--- src/rtl/sys_ctrl_pkg.sv ---
// Shared constants for the system-controller command path: opcodes, operand
// register addresses, parser and TX sequencer state codes.
package sys_ctrl_pkg;

    localparam logic [7:0] CMD_WR      = 8'hAA;
    localparam logic [7:0] CMD_RD      = 8'hBB;
    localparam logic [7:0] CMD_ALU_OP  = 8'hCC;
    localparam logic [7:0] CMD_ALU_NOP = 8'hDD;

    localparam logic [3:0] OPERAND_A_ADDR = 4'd0;
    localparam logic [3:0] OPERAND_B_ADDR = 4'd1;

    // Parser states (plain constants so existing state decoders keep working)
    localparam logic [3:0] ST_IDLE     = 4'd0;
    localparam logic [3:0] ST_WR_ADDR  = 4'd1;
    localparam logic [3:0] ST_WR_DATA  = 4'd2;
    localparam logic [3:0] ST_RD_ADDR  = 4'd3;
    localparam logic [3:0] ST_RD_WAIT  = 4'd4;
    localparam logic [3:0] ST_OP_A     = 4'd5;
    localparam logic [3:0] ST_OP_B     = 4'd6;
    localparam logic [3:0] ST_ALU_FUN  = 4'd7;
    localparam logic [3:0] ST_ALU_WAIT = 4'd8;
    localparam logic [3:0] ST_TX_SEND  = 4'd9;

    // TX sequencer states
    localparam logic [1:0] TX_IDLE    = 2'd0;
    localparam logic [1:0] TX_ISSUE   = 2'd1;
    localparam logic [1:0] TX_WAIT_HI = 2'd2;
    localparam logic [1:0] TX_WAIT_LO = 2'd3;

endpackage

--- src/rtl/sys_ctrl_tx_seq.sv ---
// Result byte sequencer: holds a 1- or 2-byte result, hands it to the UART TX
// LSB first using the tx_busy rise/fall handshake, and pulses done at the end.
module sys_ctrl_tx_seq
    import sys_ctrl_pkg::*;
#(
    parameter int DATA_WIDTH = 8
) (
    input  logic                    CLK,
    input  logic                    RST,
    input  logic                    load,
    input  logic [2*DATA_WIDTH-1:0] load_data,
    input  logic                    load_two,
    input  logic                    tx_busy,
    output logic [DATA_WIDTH-1:0]   tx_data,
    output logic                    tx_valid,
    output logic                    done
);

    logic [1:0]              st;
    logic [2*DATA_WIDTH-1:0] buf_q;
    logic                    more_q;

    assign tx_data  = buf_q[DATA_WIDTH-1:0];
    // Issue is gated by the live tx_busy so a pulse never lands on a busy cycle
    assign tx_valid = (st == TX_ISSUE) && !tx_busy;
    assign done     = (st == TX_WAIT_LO) && !tx_busy && !more_q;

    // NOTE: sequential state uses non-blocking assignments so every register
    // samples the pre-edge values, regardless of statement order.
    always_ff @(posedge CLK or posedge RST) begin
        if (RST) begin
            st     <= TX_IDLE;
            buf_q  <= '0;
            more_q <= 1'b0;
        end else begin
            case (st)
                TX_IDLE: begin
                    if (load) begin
                        buf_q  <= load_data;
                        more_q <= load_two;
                        st     <= TX_ISSUE;
                    end
                end
                TX_ISSUE: begin
                    if (!tx_busy) st <= TX_WAIT_HI;
                end
                TX_WAIT_HI: begin
                    if (tx_busy) st <= TX_WAIT_LO;
                end
                TX_WAIT_LO: begin
                    if (!tx_busy) begin
                        if (more_q) begin
                            buf_q  <= buf_q >> DATA_WIDTH;
                            more_q <= 1'b0;
                            st     <= TX_ISSUE;
                        end else begin
                            st <= TX_IDLE;
                        end
                    end
                end
                default: st <= TX_IDLE;
            endcase
        end
    end

endmodule

--- src/rtl/sys_cmd_ctrl.sv ---
// Command front end: parses RX command frames, drives register file and ALU,
// and returns read/ALU results through the TX sequencer.
module sys_cmd_ctrl
    import sys_ctrl_pkg::*;
#(
    parameter int DATA_WIDTH = 8,
    parameter int ADDR_WIDTH = 4,
    parameter int FUN_WIDTH  = 4
) (
    input  logic                    CLK,
    input  logic                    RST,
    input  logic [DATA_WIDTH-1:0]   rx_data,
    input  logic                    rx_valid,
    output logic [ADDR_WIDTH-1:0]   rf_addr,
    output logic                    rf_wr_en,
    output logic [DATA_WIDTH-1:0]   rf_wr_data,
    output logic                    rf_rd_en,
    input  logic [DATA_WIDTH-1:0]   rf_rd_data,
    input  logic                    rf_rd_valid,
    output logic                    alu_en,
    output logic [FUN_WIDTH-1:0]    alu_fun,
    input  logic [2*DATA_WIDTH-1:0] alu_out,
    input  logic                    alu_out_valid,
    output logic                    clk_gate_en,
    output logic [DATA_WIDTH-1:0]   tx_data,
    output logic                    tx_valid,
    input  logic                    tx_busy,
    output logic                    cmd_err
);

    logic [3:0]              state;
    logic                    gate_q;
    logic                    tx_load;
    logic [2*DATA_WIDTH-1:0] tx_load_data;
    logic                    tx_load_two;
    logic                    tx_done;

    // NOTE: every signal written here gets a default first, so no path can
    // leave it unassigned and infer a latch.
    always_comb begin
        tx_load      = 1'b0;
        tx_load_data = '0;
        tx_load_two  = 1'b0;
        if (state == ST_RD_WAIT && rf_rd_valid) begin
            tx_load      = 1'b1;
            tx_load_data = {{DATA_WIDTH{1'b0}}, rf_rd_data};
        end else if (state == ST_ALU_WAIT && alu_out_valid) begin
            tx_load      = 1'b1;
            tx_load_data = alu_out;
            tx_load_two  = 1'b1;
        end
    end

    // The gate opens in the very cycle the function byte is accepted
    assign clk_gate_en = gate_q || (state == ST_ALU_FUN && rx_valid);

    always_ff @(posedge CLK or posedge RST) begin
        if (RST) begin
            state      <= ST_IDLE;
            rf_addr    <= '0;
            rf_wr_en   <= 1'b0;
            rf_wr_data <= '0;
            rf_rd_en   <= 1'b0;
            alu_en     <= 1'b0;
            alu_fun    <= '0;
            gate_q     <= 1'b0;
            cmd_err    <= 1'b0;
        end else begin
            rf_wr_en <= 1'b0;
            rf_rd_en <= 1'b0;
            cmd_err  <= 1'b0;
            case (state)
                ST_IDLE: begin
                    if (rx_valid) begin
                        if (rx_data == DATA_WIDTH'(CMD_WR))            state <= ST_WR_ADDR;
                        else if (rx_data == DATA_WIDTH'(CMD_RD))       state <= ST_RD_ADDR;
                        else if (rx_data == DATA_WIDTH'(CMD_ALU_OP))   state <= ST_OP_A;
                        else if (rx_data == DATA_WIDTH'(CMD_ALU_NOP))  state <= ST_ALU_FUN;
                        else                                           cmd_err <= 1'b1;
                    end
                end
                ST_WR_ADDR: begin
                    if (rx_valid) begin
                        rf_addr <= rx_data[ADDR_WIDTH-1:0];
                        state   <= ST_WR_DATA;
                    end
                end
                ST_WR_DATA: begin
                    if (rx_valid) begin
                        rf_wr_data <= rx_data;
                        rf_wr_en   <= 1'b1;
                        state      <= ST_IDLE;
                    end
                end
                ST_RD_ADDR: begin
                    if (rx_valid) begin
                        rf_addr  <= rx_data[ADDR_WIDTH-1:0];
                        rf_rd_en <= 1'b1;
                        state    <= ST_RD_WAIT;
                    end
                end
                ST_RD_WAIT: begin
                    if (rf_rd_valid) state <= ST_TX_SEND;
                end
                ST_OP_A: begin
                    if (rx_valid) begin
                        rf_addr    <= ADDR_WIDTH'(OPERAND_A_ADDR);
                        rf_wr_data <= rx_data;
                        rf_wr_en   <= 1'b1;
                        state      <= ST_OP_B;
                    end
                end
                ST_OP_B: begin
                    if (rx_valid) begin
                        rf_addr    <= ADDR_WIDTH'(OPERAND_B_ADDR);
                        rf_wr_data <= rx_data;
                        rf_wr_en   <= 1'b1;
                        state      <= ST_ALU_FUN;
                    end
                end
                ST_ALU_FUN: begin
                    if (rx_valid) begin
                        alu_fun <= rx_data[FUN_WIDTH-1:0];
                        alu_en  <= 1'b1;
                        gate_q  <= 1'b1;
                        state   <= ST_ALU_WAIT;
                    end
                end
                ST_ALU_WAIT: begin
                    if (alu_out_valid) begin
                        alu_en <= 1'b0;
                        gate_q <= 1'b0;
                        state  <= ST_TX_SEND;
                    end
                end
                ST_TX_SEND: begin
                    if (tx_done) state <= ST_IDLE;
                end
                default: state <= ST_IDLE;
            endcase
        end
    end

    sys_ctrl_tx_seq #(
        .DATA_WIDTH (DATA_WIDTH)
    ) u_tx_seq (
        .CLK       (CLK),
        .RST       (RST),
        .load      (tx_load),
        .load_data (tx_load_data),
        .load_two  (tx_load_two),
        .tx_busy   (tx_busy),
        .tx_data   (tx_data),
        .tx_valid  (tx_valid),
        .done      (tx_done)
    );

endmodule

--- config.mk ---
export PLATFORM = sky130hd
export DESIGN_NAME = sys_cmd_ctrl
export DESIGN_NICKNAME = d
export VERILOG_FILES = /design/src/rtl/sys_ctrl_pkg.sv /design/src/rtl/sys_ctrl_tx_seq.sv /design/src/rtl/sys_cmd_ctrl.sv
export SDC_FILE = /design/constraint.sdc
export NUM_CORES = 1
export LEC_CHECK = 0
export ABC_AREA = 1
export BUFFER_PORTS_ARGS = -buffer_cell sky130_fd_sc_hd__buf_4
export CORE_UTILIZATION = 30
export DETAILED_ROUTE_END_ITERATION = 8
export PLACE_DENSITY = 0.64
export SLEW_MARGIN = 20
export SYNTH_ARGS = -nofsm -noshare
export SYNTH_HDL_FRONTEND = slang
export SYNTH_SLANG_ARGS = --single-unit
--- constraint.sdc ---
create_clock -name CLK -period 1.6 [get_ports CLK]
set_clock_uncertainty 0.2 [all_clocks]
set_input_delay 0.16 -clock CLK [delete_from_list [all_inputs] [get_ports CLK]]
set_output_delay 0.16 -clock CLK [all_outputs]
set_load 0.01 [all_outputs]
* After elaboration in Yosys (flattened, before gate mapping) *
Cells that the tools add are included.

cells by class
  reduce and logical (&&, ||, !) cells = 24
  multiplexer cells = 48
  equal/unequal tests = 33

operator list
  operator                                                                  count
  16-bit two-way mux                                                        5
  4-bit two-way mux                                                         16
  4-bit one-hot mux with 10 select lines                                    1
  8-bit equality test (second input constant)                               4
  16-bit one-hot mux with 2 select lines                                    1
  2-bit inequality test (second input constant)                             14
  1-bit two-way mux                                                         17
  4-bit by 3-bit equality test with 1-bit output (second input constant)    4
  4-bit one-hot mux with 3 select lines                                     1
  4-bit AND reduction                                                       3
  11-bit AND reduction                                                      1
  4-bit by 2-bit equality test with 1-bit output (second input constant)    2
  4-bit equality test (second input constant)                               2
  2-bit two-way mux                                                         4
  2-bit one-hot mux with 4 select lines                                     1
  1-bit logical AND                                                         6
  3-bit AND reduction                                                       2
  5-bit inequality test (second input constant)                             1
  2-bit equality test (second input constant)                               2
  4-bit by 1-bit equality test with 1-bit output (second input constant)    1
  4-bit logical NOT                                                         1
  2-bit by 1-bit inequality test with 1-bit output (second input constant)  2
  1-bit one-hot mux with 2 select lines                                     2
  2-bit AND reduction                                                       2
  other kinds (8)                                                           10

word-level totals
  bits in registers = 43
  output and inout port bits = 30

* Longest topological paths before layout *
Gate-level depths: netlist of run 1.

  depth after elaboration = 7
  depth in mapped cells = 10
  gate-level depth less buffers = 10

* Hierarchy *
From an unflattened synthesis of run 1, not the netlist that was laid out.

unflattened totals
  cells, all modules = 373
  area total of the unflattened synthesis = 2763.9 µm²

modules (own cells, without submodules)
  module           cells each  times used  area an instance (µm²)
  sys_cmd_ctrl     211         1           1565.3
  sys_ctrl_tx_seq  162         1           1198.6

* Least setup slack after synthesis of run 1 *
No wires, ideal clock.

  path kind = flip-flop to flip-flop
  start point = register u_tx_seq.st[0]
  end point = register u_tx_seq.buf_q[15]
  arrival = 1.308 ns
  setup slack = -0.026 ns
  cell stages (with the launch flop) = 8
  path through = dfrtp_1 -> ha_1 -> buf_2 -> nand2_1 -> nand3_4 -> buf_6 -> nand2_1 -> o21ai_2

on the way
  longest elaborated chain between the ends = 3
  elaborated cells between the ends (all ways) = 8
  those cells by class = 4 x eq/ne; 1 x mux; 3 x reduce/logical

RTL lines
  what                                                                                line                   text
  start, declared                                                                     sys_ctrl_tx_seq.sv:19  logic [1:0] st;
  start signal, assigned                                                              sys_ctrl_tx_seq.sv:32  st <= TX_IDLE;
  start signal, assigned                                                              sys_ctrl_tx_seq.sv:41  st <= TX_ISSUE;
  start signal, assigned                                                              sys_ctrl_tx_seq.sv:45  if (!tx_busy) st <= TX_WAIT_HI;
  2-bit equality test or 2-bit logical NOT (tied branches)                            sys_ctrl_tx_seq.sv:36  case (st)
  2-bit by 1-bit inequality test with 1-bit output (no line) (tied with other cells)  -
  4-bit AND reduction (no line)                                                       -
  end signal, assigned                                                                sys_ctrl_tx_seq.sv:39  buf_q <= load_data;
  end signal, assigned                                                                sys_ctrl_tx_seq.sv:53  buf_q <= buf_q >> DATA_WIDTH;
  end, declared                                                                       sys_ctrl_tx_seq.sv:20  logic [2*DATA_WIDTH-1:0] buf_q;

Several ways; a longest one is shown, not always the timed one.
A chain may end at the register's enable or synchronous reset.

* Worst setup path in the final report of run 1 *
  start point = register state[2]
  end point = register u_tx_seq.buf_q[9]

on the way
  longest elaborated chain between the ends = 6
  elaborated cells between the ends (all ways) = 12
  those cells by class = 3 x eq/ne; 6 x mux; 3 x reduce/logical

RTL lines
  what                                                                                     line                text
  start, declared                                                                          sys_cmd_ctrl.sv:31  logic [3:0] state;
  start signal, assigned                                                                   sys_cmd_ctrl.sv:59  state <= ST_IDLE;
  start signal, assigned                                                                   sys_cmd_ctrl.sv:75  if (rx_data == DATA_WIDTH'(CMD_WR)) state <= ST_WR_ADDR;
  start signal, assigned                                                                   sys_cmd_ctrl.sv:76  else if (rx_data == DATA_WIDTH'(CMD_RD)) state <= ST_RD_ADDR;
  4-bit equality test                                                                      sys_cmd_ctrl.sv:47  end else if (state == ST_ALU_WAIT && alu_out_valid) begin
  1-bit logical AND                                                                        sys_cmd_ctrl.sv:47
  1-bit two-way mux or 16-bit two-way mux (tied branches)                                  sys_cmd_ctrl.sv:47
  1-bit two-way mux or 16-bit two-way mux (tied branches)                                  sys_cmd_ctrl.sv:44  if (state == ST_RD_WAIT && rf_rd_valid) begin
  2-bit inequality test (no line) or 16-bit two-way mux (tied branches)                    -
  4-bit AND reduction (no line) or 16-bit one-hot mux with 2 select lines (tied branches)  -

Several ways; a longest one is shown, not always the timed one. The select of a mux whose other input is x is not followed.

==> out/qor.yml, run 1 <==
fp.dieH_um: 92.0
fmax_mhz: 589
cts_tree: "yes"
clk_latency_ns: 0.30
multi_input_area_um2: 1370
min_period_ns: 1.70
synth_top_family_by_area: "simple AND/OR/NAND/NOR gates"
r2r_cells: 7
min_path_type: "primary input to flip-flop"
drive_above_1_share_pct: 44.4
crit_start: "state[2]$_DFFE_PP0P_"
overflow: 0
grt_pass1_wl_mm: 10.3
fin_hold_ws_ns: -0.00501
antenna_found_initial: 0
required_ns: 1.62
fp.dieW_um: 92.0
syn-mean-instance-area_um2: 7.77
rsz0062_at_grt: "yes"
ys_seq_area_share_pct: 44.2
syn_area_um2: 2430
yosys.area_share.xor_xnor_pct: 0
finalHoldViolCount: 1
critPathLaunchType: "flip-flop"
synth-edff-count: 0
drt_iter0_markers: 97
synthAdderAreaFrac_pct: 2.06
rows: 32
grt_pass1_vias: 2269
clock_sinks: 43
power_density_nw_per_um2: 1580
grt_max_degree: 44
viasPerCell: 4.62
min_period_over_period_pct: 106
synth.mux.area_fraction_pct: 0
initial_utilization_pct: 31.3
drc: 0
placed_area_um2: 3170
synth_compound_area_share_pct: 9.00
yosys_warnings: 0
preCtsSetupSlack_ns: -0.124
synthDistinctLibCells: 30
hpwl_mm: 4.47
tightest_slew_ns: 0.242
slowest_delay_ns: 0.45
layout.cells.most_common: "buf_4"
finalWorstSetupSlack_ns: -0.0971
boundaryPins: 68
p_leak_nw: 1.99
nets: 480
wl_mm: 7.02
setup_viol: 28
worstSetupPathType: "flip-flop to flip-flop"
dieArea_um2: 8470
relSlewSlack_pct: 83.8
area_delta_synth_final_pct: 60.2
wl_per_cell_um: 13.0
whs_endpoint: "u_tx_seq.buf_q[1]$_DFFE_PP0P_"
synthesis.nets: 355
design_area_um2: 3900
path_clk_slew_ns: 0.08
maxCapViolCount: 0
min_from: "alu_out[1]"
core-area_um2: 7770
r2r-end: "u_tx_seq.buf_q[9]$_DFFE_PP0P_"
place.gp.congestion: 0.855
vias: 2497
ff2ff_setup_slack_ns: -0.1
rr_startpoint: "state[2]$_DFFE_PP0P_"
htree_levels: 2
ys_ff_latch: 43
firstDrtPassIters: 4
synth_flop_cell: "dfrtp_1"
cts_buffer_depth: 2
crit_fanout: 7
track_usage_pct: 15.1
portBuffers: 67
peakVddDrop_uv: 547
endpoint_kind: "flip-flop"
drv_slew: 0
num-fill-cells: 727
crit_chain: "inv_2 > nor2_4 > nand3_4 > nand3_4 > nand3_4 > clkbuf_16 > o21ai_2"
syn-instance-count: 313
cp_data_arrival_time_ns: 1.72
hold_path_depth: 5
outcome: "finished, violations left"
root_buffer: "clkbuf_8"
p_total_mw: 6.16
cts_made_buffers: 5
cpMostUsedCell: "nand3_4"
violations: "negative hold slack, negative setup slack"
ant_nets: 0
slowest_stage: "dfrtp_2"
async_flop_share_pct: 100
register_area_um2: 1080
synth-simple-area-share_pct: 35.3
final_cell_mix: "101 x buf_4, 100 x nand2_1, 41 x dfrtp_1, 23 x inv_1, 20 x dlygate4sd3_1"
n_antenna_cell: 0
-- what timing repair did --
action / CTS / global route
resized for setup: 22 / 55
hold endpoints to repair: 63 / 1
cloned: 0 / 2
pin swaps: 12 / 20
hold buffers: 19 / 1
setup endpoints to repair: 27 / 36
setup buffers: 7 / 11
-- stage by stage --
stage	instances	util (%)	TNS, ns	hold WS [ns]
3_5_place_dp	493	40.8	-1.14	0.0254
3_3_place_gp	493	40.8	-0.544	0.0229
4_1_cts	527	46.0	-1.33	0.000174
2_1_floorplan	313	-	0	0.0696
5_1_grt	541	50.2	-4.20	0.0136
6_report	541	50.2	-1.44	-0.00501
-- power by group --
part	switching, mW	leakage, nW	total (mW)	internal, mW
logic	1.89	1.38	3.74	1.84
clock network	0.383	0.0477	0.682	0.299
registers	0.277	0.559	1.74	1.46
total	2.55	1.99	6.16	3.60
-- state kept, by name, summed over array words and instances, names as in the netlist --
signal and count:
cmd_err 1, rf_wr_data 8, rf_wr_en 1, gate_q 1, u_tx_seq.st 2, rf_rd_en 1
state 4, u_tx_seq.more_q 1, u_tx_seq.buf_q 16, alu_fun 4, rf_addr 4
-- critical path, delay by kind of cell, from the launching register on --
| family | cells | cell delay, ns |
|---|---|---|
| buffers and inverters | 2 | 0.27 |
| DFF | 1 | 0.45 |
| and+or+nand+nor | 4 | 0.56 |
| AOI/OAI and AO/OA | 1 | 0.14 |
-- layout make-up --
| class | count | area share, % |
|---|---|---|
| Clock buffer | 5 | 1.77 |
| Clock inverter | 3 | 0.385 |
| Inverter | 32 | 3.31 |
| Multi-Input combinational cell | 225 | 35.1 |
| Sequential cell | 43 | 27.7 |
| Tap cell | 102 | 3.28 |
| Timing Repair Buffer | 131 | 28.5 |
-- per-layer routing --
layer	GRT usage (%)	part of all wire [%]	vias up
li1	-	-	1236
met1	19.1	42	1174
met2	25.7	50	66
met3	2.16	3.9	21
met4	6.64	3.2	0
met5	0	0	-
-- how the worst max path moves through the flow --
| stage | to | slack [ns] | depth (start not counted) |
|---|---|---|---|
| floorplan | u_tx_seq.buf_q[15]$_DFFE_PP0P_ | 0.01 | 8 |
| global placement | state[2]$_DFFE_PP0P_ | -0.08 | 10 |
| detailed placement | state[2]$_DFFE_PP0P_ | -0.12 | 10 |
| CTS | clk_gate_en | -0.08 | 6 |
| global route | u_tx_seq.buf_q[14]$_DFFE_PP0P_ | -0.19 | 8 |
| finish | u_tx_seq.buf_q[9]$_DFFE_PP0P_ | -0.1 | 7 |
-- cell usage after synthesis, drive strengths merged (2+ instances only) --
master / n / area share, %
nor2: 23 / 5.2
dfrtp: 43 / 44
nand3: 30 / 7.5
buf: 13 / 4.3
or2: 2 / 0.51
nand2: 123 / 19
nand4: 6 / 2.2
inv: 31 / 4.8
o21ai: 26 / 6.6
a21oi: 5 / 1.5
ha: 4 / 2.1
-- logic make-up after synthesis --
logic type	Yosys count
buffers and inverters	46
AOI/OAI and AO/OA	34
and+or+nand+nor	186
DFF	43
adders and majority gates	4
(Power assumes the default switching activity.)
==> run 2: changes to the inputs <==
- BUFFER_PORTS_ARGS: -buffer_cell sky130_fd_sc_hd__buf_4 -> not set
- CORE_UTILIZATION: 30 -> 41
- DONT_BUFFER_PORTS: not set -> 1
- PLACE_DENSITY: 0.64 -> 0.68
==> out/qor.yml, run 2 (same netlist as run 1, synthesis figures left out) <==
outcome: "finished, violations left"
violations: "negative setup slack"
viasPerCell: 5.06  # +9.6%
whs_endpoint: "cmd_err$_DFF_PP0_"
drv_slew: 0  # unchanged
place.gp.congestion: 0.871  # +1.9%
min_period_ns: 1.70  # +0.00102 ns
rsz0062_at_grt: "yes"
power.switching_mw: 2.47  # -3.4%
largestRegisters: "u_tx_seq.buf_q: 16 flops, rf_wr_data: 8 flops"
fmax_mhz: 589  # about the same
initial_utilization_pct: 43.4  # +12 points
firstDrtPassIters: 5  # +1
p_leak_nw: 1.68  # -15%
final_cell_mix: "103 x nand2_1, 38 x dfrtp_1, 37 x dlygate4sd3_1, 29 x buf_4, 20 x inv_1"
grt_max_degree: 24  # -45%
drive_above_1_share_pct: 31.9  # -13 points
min_period_over_period_pct: 106  # about the same
dieArea_um2: 6240  # -26%
drt_iter0_markers: 161  # +66%
clkPwrFrac_pct: 13.9  # +2.8 points
overflow: 0  # unchanged
relSlewSlack_pct: 79.3  # -4.5 points
core-area_um2: 5610  # -28%
wl_per_cell_um: 15.7  # +21%
rr_startpoint: "state[1]$_DFFE_PP0P_"
min_from: "rx_data[5]"
endpoint_kind: "flip-flop"
fp.dieW_um: 79.0  # -14%
vias: 2301  # -7.8%
p_sw_share_pct: 42.1  # +0.69 points
root_buffer: "clkbuf_8"
portBuffers: 0  # -100%
track_usage_pct: 22.6  # +7.5 points
maxCapViolCount: 0  # unchanged
fp.dieH_um: 79.0  # -14%
htree_levels: 2  # unchanged
required_ns: 1.63  # about the same
peakVddDrop_uv: 921  # +68%
finalWorstSetupSlack_ns: -0.0981  # -0.00102 ns
final_cells: 455  # -16%
hold_path_depth: 4  # -1
n_antenna_cell: 0  # unchanged
layout.cells.most_common: "nand2_1"
cts_made_buffers: 5  # unchanged
tightest_slew_ns: 0.311  # +0.0684 ns
clock_sinks: 43  # unchanged
cp_data_arrival_time_ns: 1.73  # about the same
largest_reg_flops: 16  # unchanged
r2r-end: "u_tx_seq.buf_q[1]$_DFFE_PP0P_"
r2r_cells: 8  # +1
path_clk_slew_ns: 0.08  # about the same
top_register: "u_tx_seq.buf_q"
power_density_nw_per_um2: 1660  # +4.9%
post-route-util_pct: 62.9  # +13 points
drc: 0  # unchanged
min_path_type: "primary input to flip-flop"
placed_cells: 399  # -19%
ant_nets: 0  # unchanged
boundaryPins: 68  # unchanged
finalHoldViolCount: 0  # -1
pwr-share-seq_pct: 32.9  # +4.7 points
wl_mm: 7.15  # +1.9%
clk_latency_ns: 0.29  # about the same
crit_fanout: 8  # +1
nets: 425  # -11%
comb_power_share_pct: 53.1  # -7.6 points
worstSetupPathType: "flip-flop to flip-flop"
rows: 27  # -16%
ff2ff_setup_slack_ns: -0.1  # about the same
cts_tree: "yes"
fin_hold_ws_ns: 0.0795  # +0.0845 ns
setup_viol: 24  # -14%
critPathLaunchType: "flip-flop"
area_delta_synth_final_pct: 45.1
intPower_mw: 3.39  # -6.1%
grt_pass1_wl_mm: 11.0  # +7.3%
hpwl_mm: 4.11  # -8.1%
antenna_found_initial: 0  # unchanged
cts_buffer_depth: 2  # unchanged
p_total_mw: 5.85  # -4.9%
grt_pass1_vias: 2324  # +2.4%
-- run 2: metrics by stage --
stage	setup TNS (ns)	setup WS [ns]	instance area, um2
5_1_grt	-3.59	-0.185	3530
6_report	-0.942	-0.0981	3530
2_1_floorplan	0	0.0150	2440
4_1_cts	-0.355	-0.0293	3350
3_5_place_dp	-1.45	-0.103	2670
3_3_place_gp	-0.757	-0.0590	2670
-- run 2: how the worst max path moves through the flow --
| stage | startpoint | endpoint | slack, ns | cells after the start |
|---|---|---|---|---|
| 6_report | state[1]$_DFFE_PP0P_ | u_tx_seq.buf_q[1]$_DFFE_PP0P_ | -0.1 | 8 |
| 3_5_place_dp | state[2]$_DFFE_PP0P_ | u_tx_seq.buf_q[9]$_DFFE_PP0P_ | -0.10 | 8 |
| 3_3_place_gp | state[2]$_DFFE_PP0P_ | u_tx_seq.buf_q[9]$_DFFE_PP0P_ | -0.06 | 8 |
| 4_1_cts | state[0]$_DFFE_PP0P_ | u_tx_seq.buf_q[2]$_DFFE_PP0P_ | -0.03 | 7 |
| 5_1_grt | state[3]$_DFFE_PP0P_ | rf_addr[1]$_DFFE_PP0P_ | -0.18 | 6 |
| 2_1_floorplan | u_tx_seq.st[0]$_DFFE_PP0P_ | u_tx_seq.buf_q[15]$_DFFE_PP0P_ | 0.01 | 8 |
-- run 2: power groups by stage --
stage               clock network, mW  registers [mW]  logic [mW]
global placement                    0            1.89        2.16
finish                          0.815            1.93        3.11
global route                    0.890            1.98        3.39
floorplan                           0            1.80        1.59
CTS                             0.830            1.90        2.70
detailed placement                  0            1.91        2.20
-- run 2: routing by layer --
layer | share of wire, % | up-vias | GRT usage, % | wire (um)
li1 | - | 1128 | - | -
met1 | 42 | 1061 | 29.1 | 3000
met2 | 49 | 88 | 37.6 | 3520
met3 | 5.7 | 24 | 4.25 | 404
met4 | 3.1 | 0 | 8.36 | 222
met5 | 0 | - | 0 | 0
-- run 2: worst max-delay path, cell delays in order, from the launching register on --
cell and delay (ns):
dfrtp_2 0.44, nor2_4 0.19, nand3_2 0.14, buf_4 0.17, clkinvlp_4 0.16, nand3_2 0.11, nand3_2 0.08, nand2_1 0.08
nand2_1 0.08
-- run 2: area by class of cell --
type | instances | area, um2
clock buffer | 6 | 72.6
timing repair buffer | 77 | 754
fill | 432 | 2080
tap | 72 | 90.1
inverter | 32 | 134
multi-input combinational | 224 | 1370
sequential | 43 | 1080
clock inverter | 1 | 30.0
-- run 2: timing repair --
action	CTS	global route
endpoints found under the setup margin	28	38
hold buffers	36	1
gates resized for setup	35	44
cloned	1	0
pin swaps	14	19
setup buffers	10	2
hold endpoints to repair	81	1
